==> config.mk <==
export PLATFORM = sky130hd
export DESIGN_NAME = mem_port_arbiter
export DESIGN_NICKNAME = d
export VERILOG_FILES = /design/src/rtl/mem_port_arbiter.sv
export SDC_FILE = /design/constraint.sdc
export NUM_CORES = 1
export LEC_CHECK = 0
export ABC_AREA = 1
export CAP_MARGIN = 20
export CORE_MARGIN = 4
export CORE_UTILIZATION = 47
export CTS_BUF_LIST = sky130_fd_sc_hd__clkbuf_8
export CTS_CLUSTER_SIZE = 20
export DETAILED_ROUTE_END_ITERATION = 6
export GPL_TIMING_DRIVEN = 0
export PLACE_DENSITY_LB_ADDON = 0.1
export RECOVER_POWER = 25
export SLEW_MARGIN = 30
export SYNTH_ARGS = -nofsm -noshare
export SYNTH_HDL_FRONTEND = slang
export SYNTH_SLANG_ARGS = --single-unit
==> constraint.sdc <==
create_clock -name clk -period 7.25 [get_ports clk]
set_clock_uncertainty 0.05 [all_clocks]
set_input_delay 1.45 -clock clk [delete_from_list [all_inputs] [get_ports clk]]
set_output_delay 1.45 -clock clk [all_outputs]
set_load 0.02 [all_outputs]
==> src/rtl/mem_port_arbiter.sv <==
// mem_port_arbiter: shares one fixed-latency single-port memory between the
// instruction-fetch (IF) and load/store (MEM) requesters. Each access runs
// IDLE -> ACCESS (MEM_LAT cycles) -> RESP (one-cycle valid pulse) -> IDLE.
// MEM wins simultaneous requests unless IF has already lost STARVE_MAX
// times in a row, in which case IF is forced through.
module mem_port_arbiter #(
    parameter int DATA_W     = 32,
    parameter int ADDR_W     = 32,
    parameter int MEM_LAT    = 2,
    parameter int STARVE_MAX = 3
) (
    input  logic              clk,
    input  logic              rst,
    // instruction fetch requester (read-only)
    input  logic              if_req,
    input  logic [ADDR_W-1:0] if_addr,
    output logic [DATA_W-1:0] if_rdata,
    output logic              if_valid,
    // load/store requester
    input  logic              mem_req,
    input  logic              mem_we,
    input  logic [ADDR_W-1:0] mem_addr,
    input  logic [DATA_W-1:0] mem_wdata,
    output logic [DATA_W-1:0] mem_rdata,
    output logic              mem_valid,
    // pipeline freeze controls
    output logic              stall_if,
    output logic              stall_mem,
    // memory side
    output logic              ram_en,
    output logic              ram_we,
    output logic [ADDR_W-1:0] ram_addr,
    output logic [DATA_W-1:0] ram_wdata,
    input  logic [DATA_W-1:0] ram_rdata
);

    // Both MEM_LAT and STARVE_MAX are limited to 1..15, so 4 bits suffice.
    localparam int CNT_W = 4;
    localparam logic [CNT_W-1:0] LAT_LOAD   = CNT_W'(MEM_LAT - 1);
    localparam logic [CNT_W-1:0] STREAK_MAX = CNT_W'(STARVE_MAX);

    typedef enum logic [1:0] {
        S_IDLE   = 2'd0,
        S_ACCESS = 2'd1,
        S_RESP   = 2'd2
    } state_t;

    typedef enum logic {
        OWN_IF  = 1'b0,
        OWN_MEM = 1'b1
    } owner_t;

    state_t             r_state;
    state_t             w_next_state;
    owner_t             r_owner;
    logic [CNT_W-1:0]   r_lat_cnt;
    logic [CNT_W-1:0]   r_streak;
    logic [ADDR_W-1:0]  r_addr;
    logic [DATA_W-1:0]  r_wdata;
    logic               r_we;
    logic [DATA_W-1:0]  r_if_rdata;
    logic [DATA_W-1:0]  r_mem_rdata;

    logic               w_any_req;
    logic               w_grant_mem;
    logic               w_start;
    logic               w_last;
    logic               w_access;
    logic               w_resp;

    assign w_any_req   = if_req | mem_req;
    // MEM wins a tie only while IF has not yet been passed over STARVE_MAX times.
    assign w_grant_mem = mem_req & (~if_req | (r_streak != STREAK_MAX));
    assign w_start     = (r_state == S_IDLE) & w_any_req;
    assign w_last      = (r_lat_cnt == '0);
    assign w_access    = (r_state == S_ACCESS);
    assign w_resp      = (r_state == S_RESP);

    // State register.
    // NOTE: sequential state uses non-blocking (<=) so every flop samples
    // pre-edge values; blocking (=) here would create order-dependent races.
    always_ff @(posedge clk or posedge rst) begin
        if (rst) begin
            r_state <= S_IDLE;
        end else begin
            r_state <= w_next_state;
        end
    end

    // Next-state logic: launch on any request, leave ACCESS when the latency
    // counter runs out, always spend exactly one cycle in RESP.
    always_comb begin
        // NOTE: default assigned first so no path through the case leaves
        // w_next_state unassigned, which would infer a latch.
        w_next_state = r_state;
        case (r_state)
            S_IDLE:   if (w_any_req) w_next_state = S_ACCESS;
            S_ACCESS: if (w_last)    w_next_state = S_RESP;
            S_RESP:                  w_next_state = S_IDLE;
            default:                 w_next_state = S_IDLE;
        endcase
    end

    // Grant bookkeeping: latch the winner's request and load the latency counter.
    always_ff @(posedge clk or posedge rst) begin
        if (rst) begin
            r_owner   <= OWN_IF;
            r_addr    <= '0;
            r_we      <= 1'b0;
            r_wdata   <= '0;
            r_lat_cnt <= '0;
        end else if (w_start) begin
            r_owner   <= w_grant_mem ? OWN_MEM : OWN_IF;
            r_addr    <= w_grant_mem ? mem_addr : if_addr;
            // Fetches are reads by definition, so we/wdata only come from MEM.
            r_we      <= w_grant_mem & mem_we;
            r_wdata   <= w_grant_mem ? mem_wdata : '0;
            r_lat_cnt <= LAT_LOAD;
        end else if (w_access && !w_last) begin
            r_lat_cnt <= r_lat_cnt - 1'b1;
        end
    end

    // Starvation streak: counts MEM grants taken while IF was waiting.
    always_ff @(posedge clk or posedge rst) begin
        if (rst) begin
            r_streak <= '0;
        end else if (w_start) begin
            if (w_grant_mem && if_req) begin
                if (r_streak != STREAK_MAX) r_streak <= r_streak + 1'b1;
            end else begin
                // IF grant, or MEM grant with nobody waiting behind it.
                r_streak <= '0;
            end
        end
    end

    // Read-data capture on the final ACCESS edge; stores return zero.
    always_ff @(posedge clk or posedge rst) begin
        if (rst) begin
            r_if_rdata  <= '0;
            r_mem_rdata <= '0;
        end else if (w_access && w_last) begin
            if (r_owner == OWN_IF) begin
                r_if_rdata <= ram_rdata;
            end else begin
                r_mem_rdata <= r_we ? '0 : ram_rdata;
            end
        end
    end

    // Memory side is driven only during ACCESS, so ram_we can never be seen
    // without ram_en and the bus is quiet otherwise.
    assign ram_en    = w_access;
    assign ram_we    = w_access & r_we;
    assign ram_addr  = w_access ? r_addr  : '0;
    assign ram_wdata = w_access ? r_wdata : '0;

    assign if_valid  = w_resp & (r_owner == OWN_IF);
    assign mem_valid = w_resp & (r_owner == OWN_MEM);
    assign if_rdata  = r_if_rdata;
    assign mem_rdata = r_mem_rdata;

    assign stall_if  = if_req  & ~if_valid;
    assign stall_mem = mem_req & ~mem_valid;

endmodule

==> results.json <==
{
  "clkLatencyLatePin_ns": 0.43,
  "firstDrtPassIters": 4,
  "die_w_um": 127,
  "synth_nets": 1013,
  "postPlaceCellArea_um2": 9590,
  "grt_max_degree": 87,
  "yosysUniqueCellTypes": 22,
  "htreeDepth": 4,
  "synthTopCellsByArea": "dfrtp_1 (53%), nand2_1 (14%), inv_1 (9.7%), nand3_1 (7.7%), nor2_1 (4.3%)",
  "nets": 1299,
  "violations": "capacitance limit, slew limit",
  "row_count": 43,
  "hp-class": "reg -> reg",
  "yosysSeqAreaShare_pct": 52.6,
  "cts_inserted_buffers": 17,
  "synthCells": 877,
  "setup_viol": 0,
  "synth-seq-cells": 140,
  "drt-total-wl_um": 19200,
  "postLayoutCellArea_um2": 9950,
  "path_class": "in -> out",
  "cts_resized": 0,
  "drive_above_1_share_pct": 5.11,
  "end_kind": "output pin",
  "hpwl_um": 14400,
  "grt_pass1_vias": 6221,
  "p_int_mw": 2.49,
  "die_y_um": 127,
  "coreArea_um2": 13900,
  "crit_fanout": 10,
  "p_sw_mw": 1.85,
  "num_io_pins": 267,
  "routedWlPerCell_um": 14.2,
  "combPwrFrac_pct": 54.6,
  "dieArea_um2": 16200,
  "ant_nets": 0,
  "finalMaxSlewViolations": 86,
  "outcome": "finished with violations",
  "cts_setup_buffers": 0,
  "vias": 6479,
  "ff2ff_path_depth": 8,
  "overflow": 0,
  "yosysWarnings": 0,
  "io_buffer_count": 266,
  "grt_antenna_before_repair": 0,
  "max-cap-violations": 1,
  "syn_area_um2": 6670,
  "crit_required_ns": 5.75,
  "synth_top_area_share_pct": 52.6,
  "rsz0062_at_grt": "false",
  "whs_path_depth": 2,
  "worstSetupStartpointType": "primary input",
  "viasPerCell": 4.77,
  "cts_buffer_depth": 2,
  "powerDensity_nw_per_um2": 436,
  "relSlewSlack_pct": -161,
  "start_util_pct": 48.0,
  "place_congestion": 0.859,
  "p_sw_share_pct": 42.6,
  "p_total_mw": 4.34,
  "leakagePower_nw": 5.11,
  "p_seq_share_pct": 30.6,
  "period_share_pct": 68.1,
  "drt-initial-drc-count": 344,
  "finalCriticalPeriod_ns": 4.94,
  "avgSynthCellArea_um2": 7.60,
  "synth_area_leader_cell": "dfrtp_1",
  "grt_pass1_wl_um": 30800,
  "drcViolationCount": 0,
  "ctsHoldBuffers": 0,
  "pwr-share-clk_pct": 14.8,
  "max_freq_mhz": 203,
  "hold_viol_final": 0,
  "arrival_ns": 3.44,
  "cts.clk_slew.worst_paths_ns": 0.07,
  "worst_pin_slew_ns": 3.89,
  "cts_sinks": 140,
  "track_usage_pct": 23.9,
  "clockRootBuffer": "clkbuf_8",
  "vdd_drop_max_v": 0.000198,
  "area_growth_pct": 49.3,
  "cts_tree": "yes"
}
-- synthesized netlist by cell type --
cell / n
clkinv_1: 1
buf_1: 4
o22ai_1: 34
o21ai_1: 33
nand3_2: 1
buf_4: 6
dfrtp_1: 140
nor2_4: 1
nor2_2: 2
inv_2: 5
nor2_8: 1
nand3_1: 103
nand2_4: 1
o21ai_0: 8
nand2_1: 243
clkbuf_1: 16
inv_1: 173
xor2_1: 1
ha_1: 3
nand4_1: 2
buf_2: 23
nor2_1: 76
-- cell type report --
type / instances / area, um^2
multi-input cells: 509 / 2230
plain buffers: 49 / 223
inverters: 179 / 673
flip-flops and latches: 140 / 3500
fillers: 1178 / 3930
well taps: 180 / 225
clock inverters: 13 / 153
diodes: 2 / 5.00
clock buffers: 18 / 248
repair buffers: 267 / 2690
-- cells in the final DEF (no fill, tap or decap), types with 2 or more instances in the layout --
cell,netlist,routed
buf_1,4,4
o22ai_1,34,34
clkdlybuf4s50_1,0,262
nand3_1,103,103
o21ai_0,8,34
dfrtp_1,140,140
dlygate4sd3_1,0,4
clkbuf_1,16,24
diode_2,0,2
clkinvlp_4,0,2
clkinv_4,0,2
clkbuf_8,0,18
nand2_1,243,244
buf_2,23,16
nand4_1,2,2
inv_1,173,175
inv_2,5,5
bufinv_16,0,3
buf_4,6,5
nor2_2,2,2
nor2_1,76,77
o21ai_1,33,7
ha_1,3,3
clkinv_2,0,2
-- kinds of logic after synthesis --
family | after synthesis | share of synthesized area [%]
adders and majority gates | 3 | 0.563
AOI/OAI and AO/OA | 75 | 6.27
xor gates and xnor gates | 1 | 0.131
DFF | 140 | 52.6
buffers and inverters | 228 | 13.6
and+or+nand+nor | 430 | 26.9
-- registers in the layout, summed over array words and instances, names as in the netlist --
| name | count |
|---|---|
| r_we | 1 |
| r_owner | 1 |
| r_state | 2 |
| r_addr | 32 |
| r_streak | 4 |
| r_lat_cnt | 4 |
| r_wdata | 32 |
| if_rdata | 32 |
| mem_rdata | 32 |
-- layer usage --
layer / vias to the layer above / global-route usage (%) / wire [um]
met3: 26 / 7.07 / 1480
met1: 3027 / 30.0 / 8040
met2: 202 / 40.7 / 9420
met5: - / 0 / 0
met4: 0 / 6.18 / 287
li1: 3224 / - / -
-- worst max-delay path, stage by stage --
cell and delay, ns:
clkdlybuf4s50_1 0.49, buf_2 0.23, clkbuf_1 0.40, o21ai_0 0.16, inv_1 0.08, clkdlybuf4s50_1 0.62
-- power by group through the flow --
stage               Combinational, mW  Clock, mW  Sequential (mW)
floorplan                        1.13          0             1.53
global placement                 2.38          0             1.33
detailed placement               2.41          0             1.34
CTS                              2.43      0.654             1.33
global route                     2.59      0.686             1.37
finish                           2.37      0.641             1.33
-- worst paths after layout --
check / slack [ns] / from / end
max: 2.31 / mem_req / stall_mem
min in group asynchronous: 2.57 / rst / if_rdata[26]$_DFFE_PP0P_
min reg2reg: 0.42 / if_rdata[27]$_DFFE_PP0P_ / if_rdata[27]$_DFFE_PP0P_
max in group asynchronous: 2.85 / rst / r_wdata[28]$_DFFE_PP0P_
min: 0.42 / if_rdata[27]$_DFFE_PP0P_ / if_rdata[27]$_DFFE_PP0P_
max reg2reg: 4.95 / r_lat_cnt[0]$_DFFE_PP0P_ / mem_rdata[29]$_DFFE_PP0P_
-- through the flow --
step / util (%) / hold WS (ns) / setup WS [ns] / instances / TNS (ns)
CTS: 72.0 / 0.427 / 2.30 / 1355 / 0
global route: 71.7 / 0.443 / 2.20 / 1355 / 0
floorplan: - / 0.399 / 2.00 / 877 / 0
detailed placement: 69.1 / 0.407 / 2.31 / 1324 / 0
global placement: 68.8 / 0.403 / -0.0507 / 1323 / -5.69
finish: 71.7 / 0.424 / 2.31 / 1357 / 0
(Power assumes the default switching activity.)
